[src/rtl/mac_seq_pkg.sv]
// Shared types and constants for the MAC dot-product operand sequencer.
package mac_seq_pkg;

  localparam int DEF_OPW   = 4;
  localparam int DEF_ACCW  = 8;
  localparam int DEF_DEPTH = 4;
  localparam int DEF_LENW  = 4;

  typedef enum logic [2:0] {
    IDLE,
    CLEAR,
    RUN,
    DRAIN,
    RESULT
  } state_t;

  function automatic int clog2(input int n);
    int r;
    r = 0;
    for (int i = 0; i < 31; i++) begin
      if ((1 << i) < n) r = i + 1;
    end
    return r;
  endfunction

endpackage

[src/rtl/mac_seq_fifo.sv]
// Synchronous operand FIFO, first-word-fall-through read, synchronous active-low reset.
module mac_seq_fifo
  import mac_seq_pkg::*;
#(
  parameter int WIDTH = 2 * DEF_OPW,
  parameter int DEPTH = DEF_DEPTH
) (
  input  logic             clk,
  input  logic             rst_n,
  input  logic             push,
  input  logic [WIDTH-1:0] wdata,
  input  logic             pop,
  output logic [WIDTH-1:0] rdata,
  output logic             full,
  output logic             empty
);

  localparam int AW = clog2(DEPTH);
  localparam int PW = AW + 1;

  logic [WIDTH-1:0] mem [DEPTH];
  logic [PW-1:0]    wr_ptr;
  logic [PW-1:0]    rd_ptr;

  always_ff @(posedge clk) begin
    if (!rst_n) begin
      wr_ptr <= '0;
      rd_ptr <= '0;
    end else begin
      if (push) wr_ptr <= wr_ptr + PW'(1);
      if (pop)  rd_ptr <= rd_ptr + PW'(1);
    end
  end

  always_ff @(posedge clk) begin
    if (push) mem[wr_ptr[AW-1:0]] <= wdata;
  end

  // Extra pointer MSB distinguishes full from empty when the indices match.
  assign empty = (wr_ptr == rd_ptr);
  assign full  = (wr_ptr[AW] != rd_ptr[AW]) && (wr_ptr[AW-1:0] == rd_ptr[AW-1:0]);
  assign rdata = mem[rd_ptr[AW-1:0]];

endmodule

[src/rtl/mac_dot_sequencer.sv]
// Buffers operand pairs and issues LEN of them to the MAC, then returns the dot product.
// Optional overflow flag enabled by defining MAC_SEQ_OVF_EN.
module mac_dot_sequencer
  import mac_seq_pkg::*;
#(
  parameter int OPW   = DEF_OPW,
  parameter int ACCW  = DEF_ACCW,
  parameter int DEPTH = DEF_DEPTH,
  parameter int LENW  = DEF_LENW
) (
  input  logic            clk,
  input  logic            rst_n,
  input  logic            start,
  input  logic [LENW-1:0] len_in,
  output logic            busy,
  input  logic            in_valid,
  output logic            in_ready,
  input  logic [OPW-1:0]  in_a,
  input  logic [OPW-1:0]  in_b,
  output logic [OPW-1:0]  mac_a,
  output logic [OPW-1:0]  mac_b,
  output logic            mac_en,
  output logic            mac_clr,
  input  logic [ACCW-1:0] mac_acc,
  output logic            res_valid,
  input  logic            res_ready,
  output logic [ACCW-1:0] res_data,
  output logic            res_ovf
);

  state_t            state;
  logic [LENW-1:0]   len_reg;
  logic [LENW-1:0]   cnt;
  logic              drain_second;
  logic              fifo_full;
  logic              fifo_empty;
  logic [2*OPW-1:0]  fifo_rdata;
  logic              push;
  logic              pop;
  logic              ovf_now;

  assign in_ready = !fifo_full;
  assign push     = in_valid && !fifo_full;
  assign pop      = (state == RUN) && !fifo_empty;

  mac_seq_fifo #(
    .WIDTH(2 * OPW),
    .DEPTH(DEPTH)
  ) u_fifo (
    .clk  (clk),
    .rst_n(rst_n),
    .push (push),
    .wdata({in_a, in_b}),
    .pop  (pop),
    .rdata(fifo_rdata),
    .full (fifo_full),
    .empty(fifo_empty)
  );

`ifdef MAC_SEQ_OVF_EN
  localparam int SW = ACCW + LENW;
  logic [SW-1:0] shadow;

  always_ff @(posedge clk) begin
    if (!rst_n || state == CLEAR) begin
      shadow <= '0;
    end else if (mac_en) begin
      shadow <= shadow + (SW'(mac_a) * SW'(mac_b));
    end
  end

  assign ovf_now = |shadow[SW-1:ACCW];
`else
  assign ovf_now = 1'b0;
`endif

  always_ff @(posedge clk) begin
    if (!rst_n) begin
      state        <= IDLE;
      len_reg      <= '0;
      cnt          <= '0;
      drain_second <= 1'b0;
      busy         <= 1'b0;
      mac_a        <= '0;
      mac_b        <= '0;
      mac_en       <= 1'b0;
      mac_clr      <= 1'b0;
      res_valid    <= 1'b0;
      res_data     <= '0;
      res_ovf      <= 1'b0;
    end else begin
      // Operands default to zero: the MAC accumulates on every clock.
      mac_a   <= '0;
      mac_b   <= '0;
      mac_en  <= 1'b0;
      mac_clr <= 1'b0;
      case (state)
        IDLE: begin
          if (start && len_in != '0) begin
            len_reg <= len_in;
            busy    <= 1'b1;
            mac_clr <= 1'b1;
            state   <= CLEAR;
          end
        end
        CLEAR: begin
          cnt   <= '0;
          state <= RUN;
        end
        RUN: begin
          if (pop) begin
            mac_a  <= fifo_rdata[2*OPW-1:OPW];
            mac_b  <= fifo_rdata[OPW-1:0];
            mac_en <= 1'b1;
            cnt    <= cnt + LENW'(1);
            if (cnt + LENW'(1) == len_reg) begin
              drain_second <= 1'b0;
              state        <= DRAIN;
            end
          end
        end
        DRAIN: begin
          // Second drain cycle: the last product has reached mac_acc.
          if (drain_second) begin
            res_data  <= mac_acc;
            res_ovf   <= ovf_now;
            res_valid <= 1'b1;
            state     <= RESULT;
          end else begin
            drain_second <= 1'b1;
          end
        end
        RESULT: begin
          if (res_ready) begin
            res_valid <= 1'b0;
            busy      <= 1'b0;
            state     <= IDLE;
          end
        end
        default: state <= IDLE;
      endcase
    end
  end

endmodule

[config.mk]
export PLATFORM = sky130hd
export DESIGN_NAME = mac_dot_sequencer
export DESIGN_NICKNAME = d
export VERILOG_FILES = /design/src/rtl/mac_seq_pkg.sv /design/src/rtl/mac_seq_fifo.sv /design/src/rtl/mac_dot_sequencer.sv
export SDC_FILE = /design/constraint.sdc
export NUM_CORES = 1
export LEC_CHECK = 0
export ABC_CLOCK_PERIOD_IN_PS = 5850
export CORE_MARGIN = 5
export CORE_UTILIZATION = 40
export CTS_BUF_LIST = sky130_fd_sc_hd__clkbuf_16
export DETAILED_ROUTE_END_ITERATION = 7
export PLACE_DENSITY_LB_ADDON = 0.3
export SLEW_MARGIN = 20
export SYNTH_ARGS = -nofsm -noshare
export SYNTH_HDL_FRONTEND = slang
export SYNTH_HIERARCHICAL = 1
export SYNTH_SLANG_ARGS = --single-unit
[constraint.sdc]
create_clock -name clk -period 5.85 [get_ports clk]
set_clock_uncertainty 0.15 [all_clocks]
set_input_delay 1.4625 -clock clk [delete_from_list [all_inputs] [get_ports clk]]
set_output_delay 1.4625 -clock clk [all_outputs]
set_load 0.02 [all_outputs]
==> flow_metrics.py, run 1 <==
metrics = {
    "status": {
        "run_status": "completed",
    },
    "cells_and_area": {
        "fillers": 620,
        "diodes": 0,
        "synthToLayoutAreaGrowth_pct": 29.1,
        "layout.core_utilization_pct": 52.5,
        "largest_register_ff_count": 32,
        "layoutNonFillerInstCount": 371,
        "final_layout_size_suffix_gt1_share_pct": 9.93,
        "design.final.nets": 298,
    },
    "place": {
        "gp_congestion": 0.712,
        "buffer_ports.inserted": 45,
        "dp_cells": 355,
        "hpwlAfterDp_um": 3450,
    },
    "global_route": {
        "global_route.usage.met3_pct": 2.76,
        "antenna_found_initial": 0,
        "grt_max_degree": 26,
        "met2_usage_pct": 18.3,
        "grt_use_met1_pct": 16.8,
        "gr-total-overflow": 0,
        "wire_length_of_the_first_global_routing_pass_um": 8510,
        "grt.total_usage_pct": 12.4,
        "number_of_global_route_vias_before_repair": 1770,
        "grt_busiest_layer": "met2",
    },
    "pwr": {
        "clock_network_fraction_of_total_power_pct": 47.9,
        "internal_power_w": 0.000996,
        "combPwrFrac_pct": 7.2,
        "sequentialPowerShare_pct": 44.9,
        "power.share.switching_pct": 20.6,
        "power.ir.vdd_worst_mv": 0.150,
        "power.density_nw_per_um2": 333,
        "p_leak_nw": 1.35,
        "p_switching_w": 0.000259,
    },
    "synthesis": {
        "ys_ff_latch": 72,
        "synthesis.instances": 223,
        "mappedNetlistNets": 254,
        "postSynth.asyncResetShare_pct": 0,
        "synth.lib_cells_used.distinct": 46,
        "ys.warnings.count": 6,
        "flip_flop_cell_with_the_highest_count_after_synthesis": "dfxtp_1",
        "synth.area.top_cells": "edfxtp_1 33%, dfxtp_1 27%, mux4_2 6.2%, and2_1 2.8%, ha_1 2.6%",
        "syn-mean-instance-area_um2": 13.1,
        "number_of_flops_mapped_to_enable_cells_by_yosys": 32,
        "synth_most_common_cell": "dfxtp_1",
        "synth_top_area_share_pct": 32.9,
        "yosys.area.top_type": "edfxtp_1",
        "sequential_share_of_the_synthesized_area_pct": 60.4,
        "synthesis.area_um2": 2920,
        "synth.cells.most_frequent": "40 x dfxtp_1, 32 x edfxtp_1, 20 x nand2_1, 13 x and2_1, 10 x nor2b_1",
    },
    "drt": {
        "vias_per_cell": 4.69,
        "wire_per_inst_um": 13.6,
        "ant_nets": 0,
        "detail_route.drc_violations": 0,
        "detailedRoute.firstPassIterationCount": 4,
        "total_routed_wirelength_um": 5060,
        "detail_route.iter0.violations": 89,
        "dr_total_vias": 1740,
    },
    "die": {
        "placeableCoreArea_um2": 7180,
        "num_rows": 31,
        "floorplan.initialDensity_pct": 40.7,
        "die-height_um": 95.4,
        "fp.dieArea_um2": 9100,
        "boundaryPins": 47,
        "chipWidth_um": 95.4,
    },
    "timing": {
        "final_setup_violation_count": 0,
        "slew_viol_final": 0,
        "max_slew.worst_pin.slew_ns": 0.727,
        "finalWorstPathRequiredPeriod_ns": 3.37,
        "max_freq_ghz": 0.297,
        "slew_headroom_pct": 51.4,
        "totalNegativeSetupSlack_ns": 0,
        "fin_crit_sh_pct": 57.6,
        "hold_viol_final": 0,
        "grt_setup_unrepaired": "false",
    },
    "cts": {
        "clock_insertion_delay_worst_skew_ns": 0.32,
        "cts_repair_resize_count": 0,
        "cts_stage_hold_buffer_count": 0,
        "tritoncts.num_buffers": 9,
        "cts_htree_levels": 3,
        "cts_buffer_depth": 2,
        "post_cts_buffers": 0,
        "clockRootBuffer": "clkbuf_16",
        "cts_tree": "yes",
        "clkSinkCount": 72,
        "cts.clk_slew.worst_paths_ns": 0.06,
    },
    "critical_path": {
        "path_class": "register to output port",
        "timing.critical_path.required_ns": 4.24,
        "kind_of_capture_point_of_the_worst_setup_path": "output port",
        "worst_ep_arrival_time_ns": 1.76,
        "worstPathMaxFanout": 5,
        "start_kind": "register",
    },
    "worst_hold_path": {
        "hp-class": "register to register",
    },
    "job": {
        "maxCapViolations": 0,
    },
}
[metrics by stage]
step	setup slack (ns)	total power (W)	area, um^2	hold slack [ns]
6_report	2.48	0.00126	3770	0.302
5_1_grt	2.31	0.00131	3770	0.329
4_1_cts	2.42	0.00127	3770	0.304
3_5_place_dp	2.49	0.000665	3430	0.295
3_3_place_gp	2.57	0.000664	3430	0.291
2_1_floorplan	3.26	0.000630	2920	0.353
[logic make-up (layout without fill, tap and decap cells)]
family,Yosys count,count (layout),share of synthesized area (%)
AND/OR/NAND/NOR,75,75,15.1
flip-flops,72,72,60.4
AO/OA/AOI/OAI,27,27,6.65
buffers and inverters,17,66,2.83
multiplexers,15,15,8.58
XOR/XNOR,10,10,3.73
adder cells (fa/ha/maj),6,6,2.57
other,1,1,0.129
[worst max-delay path: stages, from the launching register on]
cell and delay (ns):
dfxtp_1 0.45, xor2_1 0.12, nor3_1 0.26, inv_1 0.07, clkdlybuf4s50_1 0.54
[metal layers]
metal	vias up	routed length (um)
li1	885	-
met1	822	2570
met2	31	2250
met3	2	184
met4	0	55
met5	-	0
[power by group through the flow]
stage          clock network (W)  registers (W)  logic (W)
2_1_floorplan                  0       0.000570  0.0000602
3_3_place_gp                   0       0.000574  0.0000900
3_5_place_dp                   0       0.000575  0.0000902
4_1_cts                 0.000614       0.000564  0.0000910
5_1_grt                 0.000639       0.000567  0.0000992
6_report                0.000602       0.000564  0.0000898
[layout make-up]
class | count | area, um^2 | area share (%)
inverters | 5 | 18.8 | 0.498
well taps | 99 | 124 | 3.29
clock inverters | 6 | 88.8 | 2.36
repair buffers | 45 | 450 | 12.0
flip-flops and latches | 72 | 1760 | 46.8
clock buffers | 10 | 250 | 6.64
multi-input cells | 134 | 1070 | 28.5
[layout by cell type (no fill, tap or decap), types with 4 or more instances in the layout]
cell	count
mux4_2	8
clkdlybuf4s50_1	45
xnor2_1	4
clkbuf_16	10
o21ai_0	4
ha_1	6
inv_1	5
nand2_1	20
and2_1	13
dfxtp_1	40
a21boi_1	9
nor2_1	8
mux2i_1	7
xor2_1	4
nor2b_1	10
edfxtp_1	32
a21oi_1	4
[final timing paths]
check,from,endpoint,slack (ns),cells past startpoint
max,u_fifo/wr_ptr[0],in_ready,2.48,4
min reg2reg,res_data[3],res_data[3],0.30,2
max reg2reg,u_fifo/wr_ptr[0],u_fifo/mem[1][4],3.67,4
min,res_data[3],res_data[3],0.30,2
Power figures use the tool's default switching activity.
==> run 2: changes to the inputs <==
ABC_CLOCK_PERIOD_IN_PS = 3000   (was 5850)
clock period = 3 ns   (was 5.85 ns; I/O delays follow)
==> run 2 against run 1 <==
Global-route usage shrank 0.073 points. Design area shrank 0.30%. Sequential power up 95%. Hold slack worse by 0.0035 ns. Combinational power rose by 100%. First-iteration DRC count shrank 31%. Largest power group is now registers. Routed wire length increased by 1.5%.
==> flow_metrics.py, run 2 (same netlist as run 1, synthesis figures left out) <==
metrics = {
    "cells_and_area": {
        "design.final.nets": 301,
        "diodes": 0,
        "synthToLayoutAreaGrowth_pct": 28.7,
        "mostFrequentLayoutCells": "45 x clkdlybuf4s50_1, 40 x dfxtp_1, 32 x edfxtp_1",
        "mostFrequentLayoutCell": "clkdlybuf4s50_1",
        "largest_register_ff_count": 32,
        "layoutNonFillerInstCount": 374,
        "final_layout_size_suffix_gt1_share_pct": 11.3,
    },
    "die": {
        "num_rows": 31,
        "boundaryPins": 47,
        "floorplan.initialDensity_pct": 40.7,
        "die-height_um": 95.4,
        "placeableCoreArea_um2": 7180,
        "chipWidth_um": 95.4,
        "fp.dieArea_um2": 9100,
    },
    "drt": {
        "dr_total_vias": 1771,
        "ant_nets": 0,
        "vias_per_cell": 4.74,
        "detailedRoute.firstPassIterationCount": 4,
        "detail_route.iter0.violations": 61,
        "wire_per_inst_um": 13.7,
        "total_routed_wirelength_um": 5140,
        "detail_route.drc_violations": 0,
    },
    "critical_path": {
        "r2r_setup_slack_ns": 0.82,
        "worstPathMaxFanout": 5,
        "start_kind": "register",
        "worst_ep_arrival_time_ns": 1.76,
        "critical_path.cell_chain": "xor2_1, nor3_1, inv_1, clkdlybuf4s50_1",
        "r2r-start": "u_fifo/wr_ptr[0]",
        "worst_path_largest_cell_delay_ns": 0.54,
        "worst_path_dominant_cell_family": "buffers and inverters",
        "slowest_stage": "clkdlybuf4s50_1",
        "kind_of_capture_point_of_the_worst_setup_path": "output port",
        "regToRegEndpoint": "u_fifo/mem[1][5]",
        "timing.reg2reg.worst_path_depth": 4,
        "worst-path-buf-inv": 2,
        "timing.critical_path.required_ns": 2.10,
        "path_class": "register to output port",
    },
    "cts": {
        "cts_buffer_depth": 2,
        "clockRootBuffer": "clkbuf_16",
        "cts_tree": "yes",
        "tritoncts.num_buffers": 9,
        "post_cts_buffers": 0,
        "cts_stage_hold_buffer_count": 0,
        "cts_htree_levels": 3,
        "cts.clk_slew.worst_paths_ns": 0.06,
        "cts_repair_resize_count": 0,
        "clock_insertion_delay_worst_skew_ns": 0.33,
        "clkSinkCount": 72,
    },
    "timing": {
        "hold_viol_final": 0,
        "final_setup_violation_count": 0,
        "fin_hold_ws_ns": 0.299,
        "totalNegativeSetupSlack_ns": 0,
        "fin_crit_sh_pct": 88.6,
        "slew_headroom_pct": 62.1,
        "grt_setup_unrepaired": "false",
        "max_slew.worst_pin.slew_ns": 0.568,
        "setup_ws_post_layout_ns": 0.343,
        "max_freq_ghz": 0.376,
        "finalWorstPathRequiredPeriod_ns": 2.66,
        "slew_viol_final": 0,
    },
    "worst_hold_path": {
        "timing.hold.worst.start": "res_data[0]",
        "whs_endpoint": "res_data[0]",
        "hp-class": "register to register",
        "worst_hold_path.num_cells": 2,
    },
    "global_route": {
        "wire_length_of_the_first_global_routing_pass_um": 8340,
        "grt_max_degree": 17,
        "grt.total_usage_pct": 12.3,
        "number_of_global_route_vias_before_repair": 1803,
        "antenna_found_initial": 0,
        "gr-total-overflow": 0,
    },
    "pwr": {
        "post-layout-total-power_w": 0.00235,
        "power.density_nw_per_um2": 625,
        "power.ir.vdd_worst_mv": 0.320,
        "p_leak_nw": 1.34,
    },
    "job": {
        "maxCapViolations": 0,
    },
    "place": {
        "gp_congestion": 0.691,
        "dp_worst_setup_slack_ns": 0.367,
        "dp_cells": 358,
        "hpwlAfterDp_um": 3520,
        "buffer_ports.inserted": 45,
    },
    "status": {
        "run_status": "completed",
    },
}
-- run 2: cell types whose count changed in the layout (fill, tap and decap cells not counted), sizes merged --
cell,before,now
bufinv,2,1
buf,0,3
clkbuf,10,9
clkinvlp,1,2
inv,6,7
-- run 2: final cells by class --
cell class / count / area, um^2
multi-input combinational: 134 / 1070
timing repair buffer: 48 / 473
inverter: 5 / 18.8
clock buffer: 9 / 225
fill: 615 / 3420
sequential: 72 / 1760
tap: 99 / 124
clock inverter: 7 / 80.1
-- run 2: report_power, final --
group,internal [W],switching [W]
registers,0.00107,0.0000318
logic,0.000102,0.0000813
clock network,0.000651,0.000414
-- run 2: through the flow --
stage	area [um^2]	utilization, %
detailed placement	3450	48.1
global route	3760	52.3
global placement	3450	48.1
floorplan	2920	-
finish	3760	52.3
CTS	3760	52.3
-- run 2: worst max path at each step --
stage	from	to	slack (ns)	cells after the start
6_report	u_fifo/wr_ptr[0]	in_ready	0.34	4
5_1_grt	u_fifo/wr_ptr[0]	in_ready	0.21	4
4_1_cts	u_fifo/wr_ptr[0]	in_ready	0.32	4
3_5_place_dp	in_valid	u_fifo/mem[1][3]	0.37	3
3_3_place_gp	in_valid	u_fifo/mem[1][3]	0.40	3
2_1_floorplan	len_in[0]	len_reg[0]	1.12	5
-- run 2: worst reg2reg max path, cell delays in order, from the launching register on --
cell	delay [ns]
dfxtp_1	0.44
xor2_1	0.23
nor3_1	0.10
nor2b_1	0.43
and2_1	0.48
-- run 2: per-layer routing --
| metal | part of all wire, % | global-route usage (%) | vias to the layer above |
|---|---|---|---|
| li1 | - | - | 896 |
| met5 | 0 | 0 | - |
| met2 | 50 | 20.2 | 34 |
| met4 | 1.3 | 5.33 | 0 |
| met3 | 4.2 | 4.10 | 6 |
| met1 | 45 | 14.7 | 835 |
==> run 3: changes to the inputs <==
CTS_CLUSTER_SIZE = 20   (was default)
==> results of run 3 <==
Final layout, timing and power as in run 2 (identical DEF).
